### config.mk
export PLATFORM = sky130hd
export DESIGN_NAME = barrel_unrotate
export DESIGN_NICKNAME = d
export VERILOG_FILES = /design/src/rtl/barrel_unrotate.sv
export SDC_FILE = /design/constraint.sdc
export NUM_CORES = 1
export LEC_CHECK = 0
export CAP_MARGIN = 20
export CORE_MARGIN = 2
export CORE_UTILIZATION = 54
export CTS_BUF_LIST = sky130_fd_sc_hd__clkbuf_8
export DETAILED_ROUTE_END_ITERATION = 8
export GPL_ROUTABILITY_DRIVEN = 0
export PLACE_DENSITY_LB_ADDON = 0.2
export REMOVE_ABC_BUFFERS = 1
export SYNTH_ARGS = -nofsm -noshare
export SYNTH_HDL_FRONTEND = slang
export SYNTH_SLANG_ARGS = --single-unit
### constraint.sdc
create_clock -name clk -period 5.6 [get_ports clk]
set_input_delay 0.56 -clock clk [delete_from_list [all_inputs] [get_ports clk]]
set_output_delay 0.56 -clock clk [all_outputs]
set_load 0.02 [all_outputs]
### src/rtl/barrel_unrotate.sv
// rtl/barrel_unrotate.sv - multi-cycle left rotator that undoes the barrel shifter's right rotation
module barrel_unrotate #(
    parameter int WIDTH = 8,
    parameter int SELW  = 3
) (
    input  logic             clk,
    input  logic             reset,
    input  logic             Load,
    input  logic [SELW-1:0]  sel,
    input  logic [WIDTH-1:0] data_in,
    output logic [WIDTH-1:0] data_out,
    output logic             busy,
    output logic             done
);

    typedef enum logic [1:0] {
        IDLE  = 2'd0,
        SHIFT = 2'd1,
        DONE  = 2'd2
    } state_t;

    state_t           state;
    logic [WIDTH-1:0] sh_reg;
    logic [SELW-1:0]  count;
    logic [WIDTH-1:0] rot_next;

    // One-position left rotate of the working register; the MSB wraps into the LSB
    always_comb begin
        rot_next = {sh_reg[WIDTH-2:0], sh_reg[WIDTH-1]};
    end

    // Control FSM: capture on Load in IDLE, rotate once per edge, then a one-cycle DONE
    always_ff @(posedge clk or negedge reset) begin
        if (!reset) begin
            state    <= IDLE;
            sh_reg   <= '0;
            count    <= '0;
            data_out <= '0;
            busy     <= 1'b0;
            done     <= 1'b0;
        end else begin
            case (state)
                IDLE: begin
                    if (Load) begin
                        sh_reg <= data_in;
                        count  <= sel;
                        busy   <= 1'b1;
                        if (sel == '0) begin
                            // Zero rotate: the captured word is already the answer
                            data_out <= data_in;
                            done     <= 1'b1;
                            state    <= DONE;
                        end else begin
                            done  <= 1'b0;
                            state <= SHIFT;
                        end
                    end
                end
                SHIFT: begin
                    sh_reg <= rot_next;
                    count  <= count - SELW'(1);
                    if (count == SELW'(1)) begin
                        // Last step: publish the post-shift value directly
                        data_out <= rot_next;
                        done     <= 1'b1;
                        state    <= DONE;
                    end
                end
                DONE: begin
                    // No back-to-back acceptance; Load here is dropped
                    busy  <= 1'b0;
                    done  <= 1'b0;
                    state <= IDLE;
                end
                default: begin
                    busy  <= 1'b0;
                    done  <= 1'b0;
                    state <= IDLE;
                end
            endcase
        end
    end

endmodule
After elaboration in Yosys (flattened, before gate mapping)

Index checks and enable logic that the tools add are counted.

Latch bits: 0
Input bits: 14
Output and inout bits: 10
Memory bits (read-only): 0
Register bits: 23
Bits in writable memories: 0
Word-level logic and storage cells: 38
Memories kept: 0

Divide/modulo/power cells: 0
Equality and inequality tests: 5
Multiply operators: 0
Shifts and indexed selects: 0
Reductions and logical operators: 7
$lt $le $gt $ge: 0
Add/sub/neg operators: 1
Mux-type cells: 18
Bitwise operators: 1

Operator list:

| kind                                             | count |
|---|---|
| 2-to-1 mux 8 bit                                 | 4 |
| one-hot mux 8 bit (2 select lines)               | 2 |
| 2-to-1 mux 2 bit                                 | 3 |
| != test 2 bit, second input constant             | 3 |
| one-hot mux 3 bit (2 select lines)               | 1 |
| AND reduction 2 bit                              | 3 |
| 2-to-1 mux 1 bit                                 | 4 |
| one-hot mux 1 bit (2 select lines)               | 2 |
| one-hot mux 2 bit (2 select lines)               | 1 |
| AND reduction 4 bit                              | 1 |
| == test 3 x 1 -> 1 bit, second input constant    | 1 |
| zero test 3 bit                                  | 1 |
| 2-to-1 mux 3 bit                                 | 1 |
| subtractor 3 x 1 -> 3 bit, second input constant | 1 |
| == test 2 x 1 -> 1 bit, second input constant    | 1 |
| zero test 2 bit                                  | 1 |
| nonzero test 2 bit                               | 1 |
| NOT 1 bit                                        | 1 |

Longest topological paths before layout

Gate-level depths: netlist (run 1).

Word-level depth: 4
Depth in mapped cells: 5
Depth with buffers taken out: 5

Worst setup path after synthesis (run 1)

No wires, ideal clock.

Kind: input to register
Start point: input port sel[1]
End point: register data_out[3]
Cell stages on the path: 3
Arrival time: 1.844 ns
Path buffers: 0
Setup time: 0.125 ns
Data required time: 5.475 ns
Slack: 3.631 ns
Cells stage by stage: or3_1 -> a221oi_4 -> mux2_2

Cells in the longest elaborated chain, start to end: 3

RTL lines:

| what                                 | line | source |
|---|---|---|
| from (decl)                          | 9    | `input logic [SELW-1:0] sel,` |
| zero test 3 bit                      | 48   | `if (sel == '0) begin` |
| != test 2 bit (no source line)       | --   |  |
| AND reduction 4 bit (no source line) | --   |  |
| to (signal assigned)                 | 50   | `data_out <= data_in;` |
| to (signal assigned)                 | 64   | `data_out <= rot_next;` |
| to (decl)                            | 11   | `output logic [WIDTH-1:0] data_out,` |

No other way between the ends.
A chain may end at the register's enable or synchronous reset.

Worst setup path after layout (run 1)

Same ends and word-level chain as after synthesis.

==> run_results.csv, run 1 <==
group,metric,value,unit
run_status,status,"completed",
timing,maxSlewViolCount,0,
worst_setup_path,start_kind,"input pin",
cells_and_area,stdcell_area,1340,µm²
floorplan,initial_core_util,58.5,%
yosys,yosysSeqAreaShare,53.3,%
floorplan,die-area,2280,µm²
timing,max_freq,443,MHz
clock_network,cts.hold.buffers_added,0,
pwr,p_leak,0.580,nW
route,antenna_left,0,
cells_and_area,fillers,123,
timing,slew_headroom,37.8,%
yosys,netlist_instances,80,
timing,rsz0062_at_grt,"no",
floorplan,coreArea,1760,µm²
global_routing,grt_pass1_vias,689,
yosys,synth.area.top_cells,"dfrtp_1 (53%), mux2_2 (16%), mux2i_1 (5.8%), inv_1 (2.9%), a221oi_4 (2.5%)",
cells_and_area,layout-drive-gt1-share,21.0,%
clock_network,path_clk_slew,0.07,ns
yosys,ys_seq_elements,22,
timing,finalSetupViolations,0,
yosys,syn_avg_cell_area,12.9,µm²
yosys,yosys_warnings,0,
clock_network,postCtsSetupBuffers,0,
flow_run,maxCapViolations,0,
yosys,yosysTopAreaCell,"dfrtp_1",
worst_setup_path,crit_arrival,2.40,ns
route,routed_wirelength,1.86,mm
clock_network,clk_latency,0.26,ns
pwr,peakVddDrop,498,µV
yosys,synth.distinct_cells,21,
clock_network,root_buffer,"clkbuf_8",
route,drc_errors,0,
global_routing,grt_pass1_wl,2.86,mm
worst_setup_path,critPathRequiredTime,5.75,ns
yosys,synth_edf_count,0,
route,wl_per_cell,14.3,µm
clock_network,cts_buffer_depth,2,
clock_network,cts-buffers-inserted,3,
pwr,power.total,0.000808,W
pwr,powerDensity,601,nW/µm²
clock_network,clock_sinks,22,
timing,finalCritPeriodShare,40.3,%
yosys,synth_top_area_share,53.3,%
floorplan,rows,15,
yosys,synthFlopType,"dfrtp_1",
global_routing,globalRoute.totalOverflow,0,
timing,hold_viol,0,
clock_network,htree_num_levels,1,
worst_setup_path,crit_type,"in2reg",
timing,fin_crit,2.26,ns
floorplan,ioPinCount,24,
yosys,synth_most_common_cell,"dfrtp_1",
placement,hpwl,1.38,mm
placement,placed_cells,126,
cells_and_area,diodes,0,
floorplan,die_y,47.7,µm
timing,skew,0.00868,ns
route,first_iter_violations,0,
cells_and_area,syn_to_final_growth,30.1,%
global_routing,grt_antenna_before_repair,0,
worst_setup_path,end_kind,"flip-flop",
cells_and_area,stdcell_count,130,
timing,worst_slew_pin_slew,0.930,ns
placement,postPlaceCellArea,1270,µm²
cells_and_area,layout.nets,122,
global_routing,grt_usage,18.9,%
floorplan,die_x,47.7,µm
yosys,async_flop_share,100,%
yosys,synth_commonest_cells,"dfrtp_1 (22), mux2_2 (15), inv_1 (8)",
global_routing,grt_start_max_net_pins,23,
min_path,hp-class,"reg2reg",
placement,io_buffers,23,
clock_network,cts_resized,0,
timing,setup_tns,0,ns
clock_network,cts_tree,"built",
route,drt-vias-per-instance,5.25,
yosys,netlist_area,1030,µm²
route,num_vias,683,
worst_setup_path,cp_max_fo,9,
route,drt-pass1-iter-count,1,
## per-stage QoR
stage          setup WS [ns]  utilization [%]  hold WS [ns]
6_report                3.34             76.1         0.493
5_1_grt                 3.31             76.1         0.515
4_1_cts                 3.36             76.1         0.502
3_5_place_dp            3.09             72.1         0.482
3_3_place_gp            3.13             72.1         0.456
2_1_floorplan           3.63                -         0.264
## placed cells by master, fill, tap and decap left out
master / instances
clkdlybuf4s50_1: 23
nand2_1: 3
mux2_2: 15
a2bb2oi_1: 2
nand2b_1: 1
inv_1: 8
or2b_2: 1
or3_1: 1
a22oi_1: 1
mux2i_1: 6
a221oi_4: 1
ha_1: 2
nand3_1: 1
nor2b_2: 1
nor2_1: 3
clkbuf_8: 3
o21bai_1: 1
bufinv_16: 1
o21ai_0: 3
dfrtp_1: 22
o21a_1: 1
a21oi_1: 2
o22a_1: 3
## final cells by class
type | instances | area, µm² | share of cell area, %
tap | 25 | 31.3 | 2.33
inverter | 8 | 30.0 | 2.24
clock buffer | 3 | 41.3 | 3.08
timing repair buffer | 23 | 230 | 17.1
multi-input combinational | 48 | 429 | 32.0
clock inverter | 1 | 30.0 | 2.24
sequential | 22 | 551 | 41.0
## path summary, 6_finish.rpt
kind | from | to | slack (ns) | depth (start not counted)
max in group asynchronous | reset | data_out[3] | 4.22 | 1
min reg2reg | sh_reg[1] | sh_reg[1] | 0.49 | 2
max reg2reg | count[1] | data_out[3] | 3.62 | 5
min | sh_reg[1] | sh_reg[1] | 0.49 | 2
max | sel[1] | data_out[3] | 3.34 | 4
min in group asynchronous | reset | sh_reg[7] | 0.81 | 1
## cell families (layout without fill, tap and decap cells)
| kind of cell | Yosys count | count (layout) | synth area share [%] |
|---|---|---|---|
| flops | 22 | 22 | 53.3 |
| mux | 21 | 21 | 22.2 |
| compound gates | 14 | 14 | 11.4 |
| simple gates | 11 | 11 | 5.58 |
| buf+inv | 10 | 35 | 5.09 |
| fa+ha+maj | 2 | 2 | 2.42 |
## worst max-delay path, cell delays in order
cell             delay [ns]
clkdlybuf4s50_1        0.44
or3_1                  0.45
a221oi_4               0.56
mux2_2                 0.39
## power breakdown
group / internal (W) / switching [W] / total, W
clock network: 0.0000955 / 0.0000498 / 0.000145
registers: 0.000240 / 0.0000523 / 0.000293
logic: 0.000197 / 0.000173 / 0.000370
## routing by layer
| metal | part of all wire [%] | GRT usage, % | up-vias |
|---|---|---|---|
| li1 | - | - | 329 |
| met1 | 43 | 21.5 | 335 |
| met2 | 52 | 32.8 | 14 |
| met3 | 2.4 | 2.26 | 5 |
| met4 | 3.0 | 13.0 | 0 |
| met5 | 0 | 0 | - |
(Power assumes the default switching activity.)
==> run 2: changes to the inputs <==
--- a/config.mk
+++ b/config.mk
@@ -7,7 +7,7 @@
 export LEC_CHECK = 0
 export CAP_MARGIN = 20
 export CORE_MARGIN = 2
-export CORE_UTILIZATION = 54
+export CORE_UTILIZATION = 46
 export CTS_BUF_LIST = sky130_fd_sc_hd__clkbuf_8
 export DETAILED_ROUTE_END_ITERATION = 8
 export GPL_ROUTABILITY_DRIVEN = 0
==> constraint.sdc (replaced) <==
create_clock -name clk -period 2.05 [get_ports clk]
set_input_delay 0.205 -clock clk [delete_from_list [all_inputs] [get_ports clk]]
set_output_delay 0.205 -clock clk [all_outputs]
set_load 0.02 [all_outputs]
==> run 2 against run 1 <==
  * Register-to-register slack got worse by 3.4 ns
  * Combinational power increased to 2.9 times the previous value
  * Total power increased to 2.8 times the previous value
  * Die area increased by 16%
  * Final cell count rose by 6.9%
  * Via count increased by 4.1%
  * Setup slack lost 3.1 ns
  * Critical path depth grew 1
  * Non-clock buffer count is 6 higher
  * Clock skew is 0.0017 ns lower
  * Flip-flop and latch count did not move
  * Critical path type is now reg2reg
  * Largest cell class unchanged
  * Largest power group unchanged
  * Highest routed layer unchanged
==> run_results.csv, run 2 (synthesis gave the netlist of run 1 again) <==
group,metric,value,unit
timing,maxSlewViolCount,0,
run_status,status,"completed",
timing,skew,0.00700,ns
global_routing,use_met3,3.22,%
cells_and_area,diodes,0,
worst_setup_path,crit_type,"reg2reg",
global_routing,grt_antenna_before_repair,0,
clock_network,clock_sinks,22,
pwr,powerDensity,1630,nW/µm²
timing,max_freq,549,MHz
global_routing,grt_start_max_net_pins,23,
worst_setup_path,end_kind,"flip-flop",
worst_setup_path,crit_arrival,1.96,ns
pwr,peakVddDrop,986,µV
pwr,power.total,0.00227,W
timing,rsz0062_at_grt,"no",
clock_network,cts_resized,0,
timing,fin_crit,1.82,ns
floorplan,rows,17,
timing,finalCritPeriodShare,88.9,%
cells_and_area,layout-drive-gt1-share,25.2,%
timing,worst_slew_pin_slew,0.386,ns
route,drc_errors,0,
cells_and_area,final_common_cell,"clkdlybuf4s50_1",
timing,slew_headroom,74.3,%
route,wl_per_cell,13.3,µm
clock_network,clk_latency,0.26,ns
floorplan,ioPinCount,24,
route,antenna_left,0,
worst_setup_path,start_kind,"flip-flop",
floorplan,coreArea,2170,µm²
cells_and_area,syn_to_final_growth,34.8,%
pwr,p_leak,0.609,nW
floorplan,initial_core_util,47.6,%
route,routed_wirelength,1.85,mm
flow_run,maxCapViolations,0,
route,num_vias,711,
worst_setup_path,critPathRequiredTime,2.19,ns
clock_network,root_buffer,"clkbuf_8",
global_routing,globalRoute.totalOverflow,0,
global_routing,grt_pass1_vias,737,
placement,hpwl,1.39,mm
timing,setup_tns,0,ns
clock_network,cts.hold.buffers_added,0,
worst_setup_path,r2r_cells,5,
clock_network,path_clk_slew,0.08,ns
floorplan,die_y,51.4,µm
route,drt-vias-per-instance,5.12,
global_routing,grt_pass1_wl,3.11,mm
floorplan,die_x,51.4,µm
worst_setup_path,cp_max_fo,6,
route,first_iter_violations,5,
timing,timing.hold.ws,0.293,ns
timing,finalSetupViolations,0,
clock_network,cts-buffers-inserted,3,
cells_and_area,layout_common_cells,"clkdlybuf4s50_1 (23), dfrtp_1 (22), mux2_2 (15)",
placement,io_buffers,23,
timing,hold_viol,0,
clock_network,cts_tree,"built",
clock_network,postCtsSetupBuffers,0,
min_path,hp-class,"in2async",
global_routing,grtUsageMet1,19.3,%
cells_and_area,layout.nets,128,
route,drt-pass1-iter-count,2,
floorplan,die-area,2640,µm²
clock_network,cts_buffer_depth,2,
global_routing,grt_usage,16.1,%
global_routing,top_usage_layer,"met2",
cells_and_area,fillers,174,
clock_network,htree_num_levels,1,
global_routing,met2_usage,26.7,%
==> run 2: path summary, 6_finish.rpt <==
kind                       startpoint     endpoint  slack (ns)
min in group clk            sh_reg[1]    sh_reg[1]        0.49
max in group asynchronous       reset     state[1]        1.54
setup / recovery             count[1]  data_out[3]        0.23
hold / removal                  reset  data_out[7]        0.29
setup reg to reg             count[1]  data_out[3]        0.23
hold reg to reg             sh_reg[1]    sh_reg[1]        0.49
==> run 2: metal layers <==
metal  vias to the layer above  wire, µm
met3                         2        80
met1                       354       832
li1                        342         -
met4                         0        16
met5                         -         0
met2                        13       918
==> run 2: per-stage QoR <==
stage	cells	utilization [%]	setup slack (ns)	cell area, µm²
after floorplan	78	-	0.264	1010
after detailed placement	135	60.8	0.00503	1320
after global routing	139	64.1	0.105	1390
final	139	64.1	0.228	1390
after global placement	135	60.8	0.0442	1320
after CTS	139	64.1	0.202	1390
==> run 2: report_power, final <==
group / internal [W] / switching [W]
clock: 0.000260 / 0.000133
sequential: 0.000657 / 0.000145
combinational: 0.000592 / 0.000479
==> run 2: layout make-up <==
type / count / area, µm² / share of cell area, %
Clock buffer: 3 / 41.3 / 2.97
Clock inverter: 1 / 30.0 / 2.16
Inverter: 8 / 30.0 / 2.16
Multi-Input combinational cell: 48 / 429 / 30.8
Sequential cell: 22 / 551 / 39.6
Tap cell: 28 / 35.0 / 2.52
Timing Repair Buffer: 29 / 275 / 19.8
==> run 2: worst max-delay path: stages (launching register included) <==
cell and delay (ns):
dfrtp_1 0.39, inv_1 0.09, ha_1 0.14, or2b_2 0.32, a221oi_4 0.39, mux2_2 0.38
==> run 3: changes to the inputs <==
--- a/config.mk
+++ b/config.mk
@@ -13,6 +13,7 @@
 export GPL_ROUTABILITY_DRIVEN = 0
 export PLACE_DENSITY_LB_ADDON = 0.2
 export REMOVE_ABC_BUFFERS = 1
+export SLEW_MARGIN = 5
 export SYNTH_ARGS = -nofsm -noshare
 export SYNTH_HDL_FRONTEND = slang
 export SYNTH_SLANG_ARGS = --single-unit
==> results of run 3 <==
Final layout, timing and power as in run 2 (identical DEF).
==> RTL change 1: new RTL, flow settings as in run 2 <==
Re-encode `state_t` (3 states) as one-hot, 3 bits wide.
--- a/src/rtl/barrel_unrotate.sv
+++ b/src/rtl/barrel_unrotate.sv
@@ -13,10 +13,10 @@
     output logic             done
 );
 
-    typedef enum logic [1:0] {
-        IDLE  = 2'd0,
-        SHIFT = 2'd1,
-        DONE  = 2'd2
+    typedef enum logic [2:0] {
+        IDLE  = 3'b001,
+        SHIFT = 3'b010,
+        DONE  = 3'b100
     } state_t;
 
     state_t           state;
Function: same outputs for any inputs over 10 cycles, from zero or initial values and one cycle with reset low; not proved beyond that.
==> RTL change 1 against run 2 <==
- design area rose by 2.9%
- setup slack improved by 0.17 ns
- synthesized cell count rose by 19%
- global-route usage rose by 0.28 points
- clock power fell by 29%
- first-iteration DRC count rose by 60%
- core utilization fell by 0.64 points
- area after synthesis rose by 9.2%
- wire length rose by 11%
- sequential cell count rose by 1
- clock skew fell by 0.0024 ns
- critical path type is now register to output port
- total power fell by 8.9%
==> RTL change 1: results (changes against run 2) <==
[clock_network]
cts_max_level=1  ; unchanged
cts_root_buffer=clkbuf_8

[grt]
grt_pass1_vias=696  ; -5.6%
met2_usage=0.259  ; -0.00783
grt_pass1_wl_um=3260  ; +4.9%
use_met3=0.0282  ; -0.00392
grtUsageMet1=0.212  ; +0.0192
track_usage=0.164  ; +0.00283

[final_layout]
drive_gt1_frac=0.0902  ; -0.162
fin_util=0.635  ; -0.00644
layout.nets=139  ; +8.6%
filler_cell_count=205  ; +18%

[detailed_routing]
wl_met2_um=974  ; +6.1%
first_pass_iters=4  ; +2
drt_iter0_markers=8  ; +3
vias=744  ; +4.6%
drt_wl_total_um=2050  ; +11%
dr_wl_met3_um=71  ; -11%
wl_met1_um=970  ; +17%

[logic_synthesis]
synth_compound_area_frac=0.0766  ; -0.0374
synthMuxAreaShare=0.213  ; -0.00872
yosysUniqueCellTypes=25  ; +19%
seq_area_frac_synth=0.512  ; -0.0217
synth_commonest_cells=mux2i_1, dfrtp_1, inv_1
yosys.area_share.adder=0.0222  ; -0.00204
synth.area.top_cells=dfrtp_1, mux2i_1, inv_1

[setup_path]
critical_path.top_delay_family=buffers and inverters
ff2ff_path_depth=3  ; -2
crit_arrival_ns=1.45  ; -0.51 ns
r2r_start=state[0]
cpPeakStageDelay_ns=0.67  ; +0.28 ns
r2r-end=data_out[6]
r2r_slack_ns=0.45  ; +0.22 ns
crit_path_top_delay_cell=clkdlybuf4s50_1
cp-endpoint=done

[placed_design]
hpwl_um=1490  ; +7.2%

[timing]
fin_worst_skew_ns=0.00459  ; -0.00241 ns
slew_headroom=0.748  ; +0.00586

[power_and_ir_drop]
switching_power_mw=0.760  ; +0.45%
peakVddDrop_mv=0.790  ; -20%
leakage_nw=0.657  ; +7.9%

[run_status]
status=completed

-- RTL change 1: cell count changes in the layout (fill, tap and decap cells not counted), sizes merged, moves of 2 or more --
| cell | delta |
|---|---|
| mux2i | +18 |
| mux2 | -15 |
| inv | +14 |
| buf | -3 |
| nand2 | -2 |
| nor2 | -2 |
| nor3b | +2 |
-- RTL change 1: layout make-up --
class | count | share of cell area
Clock inverter | 1 | 0.00350
Timing Repair Buffer | 26 | 0.177
Multi-Input combinational cell | 47 | 0.306
Clock buffer | 3 | 0.0288
Sequential cell | 23 | 0.403
Inverter | 22 | 0.0577
Tap cell | 28 | 0.0245
-- RTL change 1: per-stage QoR --
stage               setup WS [ns]  power (mW)  instances  hold slack (ns)
finish                      0.394        2.06        150            0.284
global route                0.312        2.20        150            0.309
CTS                         0.382        2.09        150            0.292
detailed placement          0.226        1.80        146            0.495
global placement            0.321        1.76        146            0.492
floorplan                   0.290        1.42         92          -0.0906
==> RTL change 2: new RTL, settings of run 2 <==
Without the edit above. Change the parameter `SELW` from 3 to 4.
--- a/src/rtl/barrel_unrotate.sv
+++ b/src/rtl/barrel_unrotate.sv
@@ -1,7 +1,7 @@
 // rtl/barrel_unrotate.sv - multi-cycle left rotator that undoes the barrel shifter's right rotation
 module barrel_unrotate #(
     parameter int WIDTH = 8,
-    parameter int SELW  = 3
+    parameter int SELW  = 4
 ) (
     input  logic             clk,
     input  logic             reset,
Ports: changed (resized sel); port bits go from 24 to 25. No check against the original RTL was run, so the function may have changed too.
==> RTL change 2 against run 2 <==
- sequential cell count increased by 1
- design area increased by 6.7%
- clock power decreased by 30%
- area after synthesis increased by 11%
- core utilization decreased by 2.6 points
- critical endpoint is now data_out[4]
- wire length increased by 21%
- setup slack got worse by 0.11 ns
- highest routed layer unchanged
- total power decreased by 1.6%
==> RTL change 2: results (changes against run 2) <==
[power_and_ir_drop]
peakVddDrop_mv=0.968  ; -1.8%
sequentialPower_mw=0.859  ; +7.1%
intPower_mw=1.44  ; -4.7%
switching_power_mw=0.792  ; +4.6%
leakage_nw=0.694  ; +14%
p_clk_mw=0.277  ; -30%

[setup_path]
crit_path_top_delay_cell=or4_4
crit_arrival_ns=2.08  ; +0.12 ns
critical_path.top_delay_family=simple AND/OR/NAND/NOR gates
crit_fanout=8  ; +2
cpPeakStageDelay_ns=0.56  ; +0.17 ns

[grt]
antenna_found_initial=0  ; unchanged
grt_max_degree=24  ; +4.3%
track_usage=0.181  ; +0.0202
grt_pass1_vias=849  ; +15%
grt_pass1_wl_um=3680  ; +18%

[logic_synthesis]
synth_cells=97  ; +21%
seq_area_frac_synth=0.504  ; -0.0295
yosysUniqueCellTypes=27  ; +29%
synth.area.top_cells=dfrtp_1, mux2_2, mux2_4
synth_commonest_cells=dfrtp_1, mux2_2, inv_1

[timing]
slew_headroom=0.681  ; -0.0616
fin_worst_skew_ns=0.00180  ; -0.00520 ns

[final_layout]
drive_gt1_frac=0.230  ; -0.0221
instances_no_fill=156  ; +12%
diodes=0  ; unchanged
layout.nets=144  ; +13%

[detailed_routing]
first_pass_iters=3  ; +1
drt_wl_total_um=2240  ; +21%
vias=814  ; +14%
drt_iter0_markers=5  ; unchanged

[placed_design]
portBuffers=24  ; +4.3%
dp_slack_ns=-0.141  ; -0.146 ns
dp_cells=152  ; +13%
hpwl_um=1700  ; +22%

[clock_network]
ctsResizeCount=0  ; unchanged
clock_path_buffers=2  ; unchanged

[worst_hold_path]
hold_path_class=primary input to asynchronous set/reset pin

[run_status]
status=completed

RTL change 2: cell count changes after synthesis, sizes merged, moves of 2 or more:
cell     change
o22ai        +2
clkbuf       +3
nor2         +3
a2bb2oi      -2
o21ai        +2
nor2b        +2
o22a         -2
and3b        +2
RTL change 2: per-stage QoR:
stage	setup TNS (ns)	utilization	cell area, µm²	hold WS (ns)
after floorplan	0	-	1110	-0.0906
after detailed placement	-0.935	0.597	1440	0.473
final	0	0.616	1480	0.293
after global placement	-0.765	0.597	1440	0.462
after global routing	0	0.616	1480	0.315
after CTS	0	0.616	1480	0.302
RTL change 2: per-layer routing:
layer,routed length [µm],track usage
met1,975,0.209
met2,1150,0.323
met3,91,0.0333
met4,23,0.0812
met5,0,0
RTL change 2: area by class of cell:
cell class                 instances  area (µm²)
clock buffer                       3        41.3
clock inverter                     1        5.00
multi-input combinational         61         509
sequential                        23         576
tap                               30        37.5
fill                             204         926
timing repair buffer              30         285
inverter                           8        30.0
RTL change 2: kinds of logic (layout without fill, tap and decap cells):
kind of cell | Yosys count | count (layout) | share of synthesized area
buffers and inverters | 13 | 42 | 0.0504
multiplexers | 22 | 22 | 0.226
AND/OR/NAND/NOR | 20 | 20 | 0.0975
flip-flops | 23 | 23 | 0.504
adder cells (fa/ha/maj) | 2 | 2 | 0.0219
AO/OA/AOI/OAI | 17 | 17 | 0.101
RTL change 2: path summary, 6_finish.rpt:
kind / cells past startpoint / from / slack [ns] / to
setup / recovery: 4 / sel[2] / 0.12 / data_out[4]
hold / removal: 2 / reset / 0.29 / count[2]
setup reg to reg: 5 / count[1] / 0.13 / data_out[4]
hold reg to reg: 2 / sh_reg[1] / 0.49 / sh_reg[1]
max in group asynchronous: 2 / reset / 1.52 / data_out[6]
min in group clk: 2 / sh_reg[1] / 0.49 / sh_reg[1]
